`src/rtl/rs_cmd_pkg.sv`:
```
// Shared types for the rs_ff command front end: arbiter states and debounce default.
// Latency: n/a (types and constants only).
// Backpressure: n/a.
package rs_cmd_pkg;

    localparam int DEBOUNCE_CYCLES_DEF = 16;

    typedef enum logic [1:0] {
        IDLE     = 2'b00,
        SET      = 2'b01,
        RESET    = 2'b10,
        CONFLICT = 2'b11
    } arb_state_t;

endpackage

```
`src/rtl/btn_debounce.sv`:
```
// One button channel: 2-flop synchronizer, run-length counter, stable level register.
// Latency: stable flips DEBOUNCE_CYCLES+2 edges after the raw change is first sampled.
// Backpressure: none; free-running every cycle.
module btn_debounce
    import rs_cmd_pkg::*;
#(
    parameter int DEBOUNCE_CYCLES = DEBOUNCE_CYCLES_DEF
) (
    input  logic i_clk,
    input  logic i_rst_n,
    input  logic i_btn,
    output logic o_stable
);

    localparam int CNT_W = $clog2(DEBOUNCE_CYCLES + 1);
    localparam logic [CNT_W-1:0] CNT_LAST = CNT_W'(DEBOUNCE_CYCLES - 1);

    logic             r_sync1;
    logic             r_sync2;
    logic             r_stable;
    logic [CNT_W-1:0] r_cnt;

    // Any cycle where the synchronized input agrees with the stable level restarts the run.
    always_ff @(posedge i_clk or negedge i_rst_n) begin
        if (!i_rst_n) begin
            r_sync1  <= 1'b0;
            r_sync2  <= 1'b0;
            r_stable <= 1'b0;
            r_cnt    <= '0;
        end else begin
            r_sync1 <= i_btn;
            r_sync2 <= r_sync1;
            if (r_sync2 == r_stable) begin
                r_cnt <= '0;
            end else if (r_cnt == CNT_LAST) begin
                r_stable <= ~r_stable;
                r_cnt    <= '0;
            end else begin
                r_cnt <= r_cnt + CNT_W'(1);
            end
        end
    end

    assign o_stable = r_stable;

endmodule

```
`src/rtl/rs_cmd_debouncer.sv`:
```
// Debounces set/reset buttons and arbitrates them into mutually exclusive s/r drives.
// Latency: s/r update DEBOUNCE_CYCLES+3 edges after a raw button change is first sampled.
// Backpressure: none; a simultaneous press locks out both commands until both are released.
module rs_cmd_debouncer
    import rs_cmd_pkg::*;
#(
    parameter int DEBOUNCE_CYCLES = DEBOUNCE_CYCLES_DEF,
    parameter int PULSE_MODE      = 0
) (
    input  logic clk,
    input  logic rst_n,
    input  logic s_btn,
    input  logic r_btn,
    output logic s,
    output logic r,
    output logic s_db,
    output logic r_db,
    output logic conflict
);

    logic       w_s_db;
    logic       w_r_db;
    arb_state_t r_state;
    arb_state_t w_next;
    logic       w_s_nxt;
    logic       w_r_nxt;
    logic       w_conf_nxt;
    logic       r_s;
    logic       r_r;
    logic       r_conflict;

    btn_debounce #(.DEBOUNCE_CYCLES(DEBOUNCE_CYCLES)) u_s_db (
        .i_clk    (clk),
        .i_rst_n  (rst_n),
        .i_btn    (s_btn),
        .o_stable (w_s_db)
    );

    btn_debounce #(.DEBOUNCE_CYCLES(DEBOUNCE_CYCLES)) u_r_db (
        .i_clk    (clk),
        .i_rst_n  (rst_n),
        .i_btn    (r_btn),
        .o_stable (w_r_db)
    );

    always_comb begin
        w_next = r_state;
        case (r_state)
            IDLE: begin
                case ({w_s_db, w_r_db})
                    2'b10:   w_next = SET;
                    2'b01:   w_next = RESET;
                    2'b11:   w_next = CONFLICT;
                    default: w_next = IDLE;
                endcase
            end
            SET: begin
                if (w_r_db)       w_next = CONFLICT;
                else if (!w_s_db) w_next = IDLE;
            end
            RESET: begin
                if (w_s_db)       w_next = CONFLICT;
                else if (!w_r_db) w_next = IDLE;
            end
            CONFLICT: begin
                if (!w_s_db && !w_r_db) w_next = IDLE;
            end
            default: w_next = IDLE;
        endcase
    end

    // Outputs decode the next state, so s and r can never both be set.
    always_comb begin
        w_s_nxt    = (w_next == SET)   && ((PULSE_MODE == 0) || (r_state == IDLE));
        w_r_nxt    = (w_next == RESET) && ((PULSE_MODE == 0) || (r_state == IDLE));
        w_conf_nxt = (w_next == CONFLICT);
    end

    always_ff @(posedge clk or negedge rst_n) begin
        if (!rst_n) begin
            r_state    <= IDLE;
            r_s        <= 1'b0;
            r_r        <= 1'b0;
            r_conflict <= 1'b0;
        end else begin
            r_state    <= w_next;
            r_s        <= w_s_nxt;
            r_r        <= w_r_nxt;
            r_conflict <= w_conf_nxt;
        end
    end

    assign s        = r_s;
    assign r        = r_r;
    assign s_db     = w_s_db;
    assign r_db     = w_r_db;
    assign conflict = r_conflict;

endmodule
```
`config.mk`:
```
export PLATFORM = sky130hd
export DESIGN_NAME = rs_cmd_debouncer
export DESIGN_NICKNAME = d
export VERILOG_FILES = /design/src/rtl/rs_cmd_pkg.sv /design/src/rtl/btn_debounce.sv /design/src/rtl/rs_cmd_debouncer.sv
export SDC_FILE = /design/constraint.sdc
export NUM_CORES = 1
export LEC_CHECK = 0
export CAP_MARGIN = 30
export CORE_MARGIN = 3
export CORE_UTILIZATION = 45
export DETAILED_ROUTE_END_ITERATION = 6
export PLACE_DENSITY_LB_ADDON = 0.05
export SLEW_MARGIN = 20
export SYNTH_ARGS = -nofsm -noshare
export SYNTH_HDL_FRONTEND = slang
export SYNTH_HIERARCHICAL = 1
export SYNTH_SLANG_ARGS = --single-unit
```
`constraint.sdc`:
```
create_clock -name clk -period 2 [get_ports clk]
set_input_delay 0.4 -clock clk [delete_from_list [all_inputs] [get_ports clk]]
set_output_delay 0.4 -clock clk [all_outputs]
set_load 0.05 [all_outputs]
```
* Word level (Yosys, flattened, before mapping)
Cells that the tools add are included.
W data, S select, Z words.
** Word-level totals
- Register bits after elaboration :: 21
** Operators by class
- Add/sub/neg operators :: 2
- Equality and inequality tests :: 13
- Muxes and demuxes :: 11
- Bitwise operators :: 4
- Reduce and logical (&&, ||, !) cells :: 6
** Operator list (number)
- $mux W5 :: 4
- $eq A2 B2 Y1 const B :: 6
- $add A5 B1 Y5 const B :: 2
- $eq A5 B4 Y1 const B :: 2
- $mux W2 :: 5
- $pmux W2 S4 :: 1
- $eq A2 B1 Y1 const B :: 3
- $pmux W2 S3 :: 1
- $not A1 Y1 :: 4
- $reduce_and A2 Y1 :: 2
- $eq A1 B1 Y1 :: 2
- $logic_not A1 Y1 :: 2
- $logic_not A2 Y1 :: 1
- $logic_and A1 B1 Y1 :: 1

* Logic depth before layout (Yosys ltp)
- Depth in word-level cells :: 5
- Mapped depth :: 4
- Mapped depth without buffers :: 4

* Hierarchy
Netlist, hierarchy kept.
** Modules (own cells, without submodules)
- btn_debounce :: times used 2, cells an instance 23, area each 311.5 um^2
- rs_cmd_debouncer :: times used 1, cells an instance 10, area each 165.2 um^2

* Worst setup path after synthesis
Ideal clock, no wire load.
- Path kind :: flip-flop to flip-flop
- Start :: reg u_r_db.r_stable (netlist: u_r_db/o_stable)
- End :: reg u_r_db.r_cnt[3]
- Setup time :: 69 ps
- Arrival time :: 1148 ps
- Slack :: 783 ps
- Stages on the path, launching flop included :: 4
- Buffers on the path :: 0
- Clock period less this slack :: 1217 ps
- Cells stage by stage :: dfrtp_1 -> xor2_1 -> o21ai_2 -> nor2_2
** On the way
- Word-level cells in the longest chain between the ends :: 2
** RTL lines
- from (decl) :: RTL line btn_debounce.sv:20 : logic r_stable;
- from (signal assigned) :: RTL line btn_debounce.sv:36 : r_stable <= ~r_stable;
- $eq A1 B1 Y1 :: RTL line btn_debounce.sv:33 : if (r_sync2 == r_stable) begin
- $mux W5 :: RTL line btn_debounce.sv:33
- to (signal assigned) :: RTL line btn_debounce.sv:39 : r_cnt <= r_cnt + CNT_W'(1);
- to (decl) :: RTL line btn_debounce.sv:21 : logic [CNT_W-1:0] r_cnt;
No other way between the ends.
A chain may end at the register's enable or synchronous reset.

* Final worst setup path
- Start :: reg r_r (netlist: r)
- End :: out r
** RTL lines
- from (decl) :: RTL line rs_cmd_debouncer.sv:29 : logic r_r;
- from (signal assigned) :: RTL line rs_cmd_debouncer.sv:88 : r_r <= w_r_nxt;
- to (decl) :: RTL line rs_cmd_debouncer.sv:15 : output logic r,
No word-level cell between the ends.

==> run metrics <==
status finished clean; largest net degree at the start of global routing 22; io pins 9; Overall Global Routing Usage 11.3%; ys flop type dfrtp_1; family with the most delay on the worst path buffers and inverters; GRT overflow 0; number of antenna violations at the first check in global routing 0; #FFs+latches synth 21; VDD IR max around 0.00045 V; Die X about 48 µm; Post-Syn Nets 62; final cell count without fillers 85; routed wire length around 1000 µm; Fmax 546 MHz; # rows 14; vias in the first global route 412; die area approximately 2300 µm²; first drt pass iteration count 2; internal cell power between 0.0005 and 0.0006 W; Netlist Area Pre-Place 788 µm²; crit start category flip-flop; share of layout cells above drive strength 1 ~28%; IO Port Bufs 8; Area growth, synth to finish 16.5%; power density cells roughly 740 nW/µm²; Clk Latency, worst-skew pair 0.30 ns; Clock power frac 28.7%; via count 427; combinational share of power 5.4%; asr flop ratio synth 100%; CP Buf/Inv Count 1; total net switching power ~0.00015 W; Worst EP arrival 1.43 ns; First DRT Iteration DRCs 6; crit path kind reg2out; Synth area leaders dfrtp_1 67%, xor2_1 6.7%, ha_1 3.2%, nor2_2 3.2%, mux2_1 2.9%; clk sinks 21; cts repair resizes 0; clock transition at the registers of the reported paths 0.11 ns; Syn Area/Cell 14.1 µm²; actual slew at the worst max-slew pin 0.488 ns; CTS tree yes; Hold WC Path Type reg2reg; residual DRC count 0; core area 1580 µm²; placed insts 81; Longest Clk Path Bufs 2; Yosys cell types 15; hold_buf cts 0; Syn Inst Count 56; share of the yosys chip area belonging to registers approximately 67%; MaxCap Viol Count 0; Worst setup EP type output port; vias per inst 5.02; period utilization between 90% and 100%; RSZ-0062 raised after global routing false; peak fanout along the critical path 1; Data required, critical path roughly 1.6 ns; Placer Congestion 0.651; average wire per standard cell 11.7 µm; Fin Hold WS 0.357 ns; Flop pwr share 65.9%; Syn. warnings 6; TritonCTS Buffers 3; Max Slew Vio Count 0; post-route minimum period ~1.8 ns; static leakage 0.477 nW; Initial Util 50.0%; relative slew slack about two thirds; setup TNS 0 ns; Setup Viol. Count Final 0; Crit-path slowest cell clkdlybuf4s50_1; Ant. Diodes 0; EDFF count, synth 0; post-synth top area share approximately two thirds; H-tree depth 1; post-synth top area cell dfrtp_1; DP Wirelength a little over 700 µm; Die Y 47.9 µm; Clock Tree Root clkbuf_4; CP cell instances clkdlybuf4s50_1; final hold violation count 0; clk_skew 0.00115 ns; Routed Antenna Nets 0; global-route wire length before repair 1.72 mm; Switching Share 22.1%; Final nets 76; max incr delay on CP 0.79 ns; Post-CTS Setup Repair Bufs 0
## path summary, 6_finish.rpt
kind / endpoint / slack (ns) / start / depth (start not counted)
min in group asynchronous: u_s_db/r_sync2 / 0.43 / rst_n / 2
max in group asynchronous: u_r_db/r_cnt[1] / 1.36 / rst_n / 2
hold reg to reg: u_r_db/r_sync2 / 0.36 / u_r_db/r_sync1 / 0
setup / recovery: r / 0.17 / r / 1
hold / removal: u_r_db/r_sync2 / 0.36 / u_r_db/r_sync1 / 0
setup reg to reg: u_r_db/o_stable / 0.74 / u_r_db/r_cnt[0] / 4
## power by group through the flow
| stage | registers [W] | logic (W) | clock network, W |
|---|---|---|---|
| after floorplan | 0.000455 | 0.0000198 | 0 |
| after global placement | 0.000456 | 0.0000383 | 0 |
| after detailed placement | 0.000456 | 0.0000386 | 0 |
| after CTS | 0.000448 | 0.0000386 | 0.000208 |
| after global routing | 0.000451 | 0.0000437 | 0.000227 |
| final | 0.000448 | 0.0000370 | 0.000195 |
## cell usage after synthesis, types with 4 or more instances
library cell / number
dfrtp_1: 21
xor2_1: 6
nor2_1: 4
nor2_2: 4
## flip-flops by register name, summed over array words and instances (netlist names)
register / cells
u_s_db/r_sync2: 1
u_s_db/o_stable: 1
u_s_db/r_sync1: 1
s: 1
r: 1
u_r_db/o_stable: 1
u_r_db/r_cnt: 5
u_r_db/r_sync2: 1
conflict: 1
u_r_db/r_sync1: 1
u_s_db/r_cnt: 5
r_state: 2
## cell families after synthesis
family | after synthesis | share of synthesized area [%]
buf+inv | 2 | 0.953
mux | 2 | 2.86
xor+xnor | 6 | 6.67
simple gates | 18 | 14.3
compound gates | 5 | 5.40
flops | 21 | 66.7
fa+ha+maj | 2 | 3.17
## layout make-up
class,count,area (µm²)
multi-input combinational,33,255
tap,16,20.0
fill,143,658
clock buffer,3,22.5
clock inverter,1,5.00
inverter,2,7.51
sequential,21,526
timing repair buffer,9,82.6
## cell usage in the layout (no fill, tap or decap)
| master | instances |
|---|---|
| clkdlybuf4s50_1 | 6 |
| clkbuf_4 | 3 |
| dfrtp_1 | 21 |
| nand3_1 | 2 |
| nor2_1 | 4 |
| and2_1 | 2 |
| xor2_1 | 6 |
| o21ai_2 | 2 |
| clkinv_2 | 1 |
| inv_1 | 2 |
| ha_1 | 2 |
| and3_2 | 2 |
| nand3_2 | 2 |
| nor2_2 | 4 |
| a21o_2 | 2 |
| nor3b_1 | 2 |
| buf_4 | 3 |
| o21a_1 | 1 |
| mux2_1 | 2 |
## routing by layer
layer	vias to the layer above	GRT usage, %	share of wire, %	wire length [µm]
met5	-	0	0	0
met4	0	0	0	0
met3	0	7.89	7.2	71
met2	10	16.9	42	417
met1	202	14.5	51	503
li1	215	-	-	-
## per-stage QoR
step	total power, W	cell area [µm²]	utilization (%)	worst slack (ns)
3_3_place_gp	0.000494	891	56.5	0.512
2_1_floorplan	0.000474	788	-	0.783
3_5_place_dp	0.000495	891	56.5	0.498
5_1_grt	0.000722	918	58.3	0.0977
6_report	0.000680	918	58.3	0.170
4_1_cts	0.000694	918	58.3	0.146
Power figures use the tool's default switching activity.
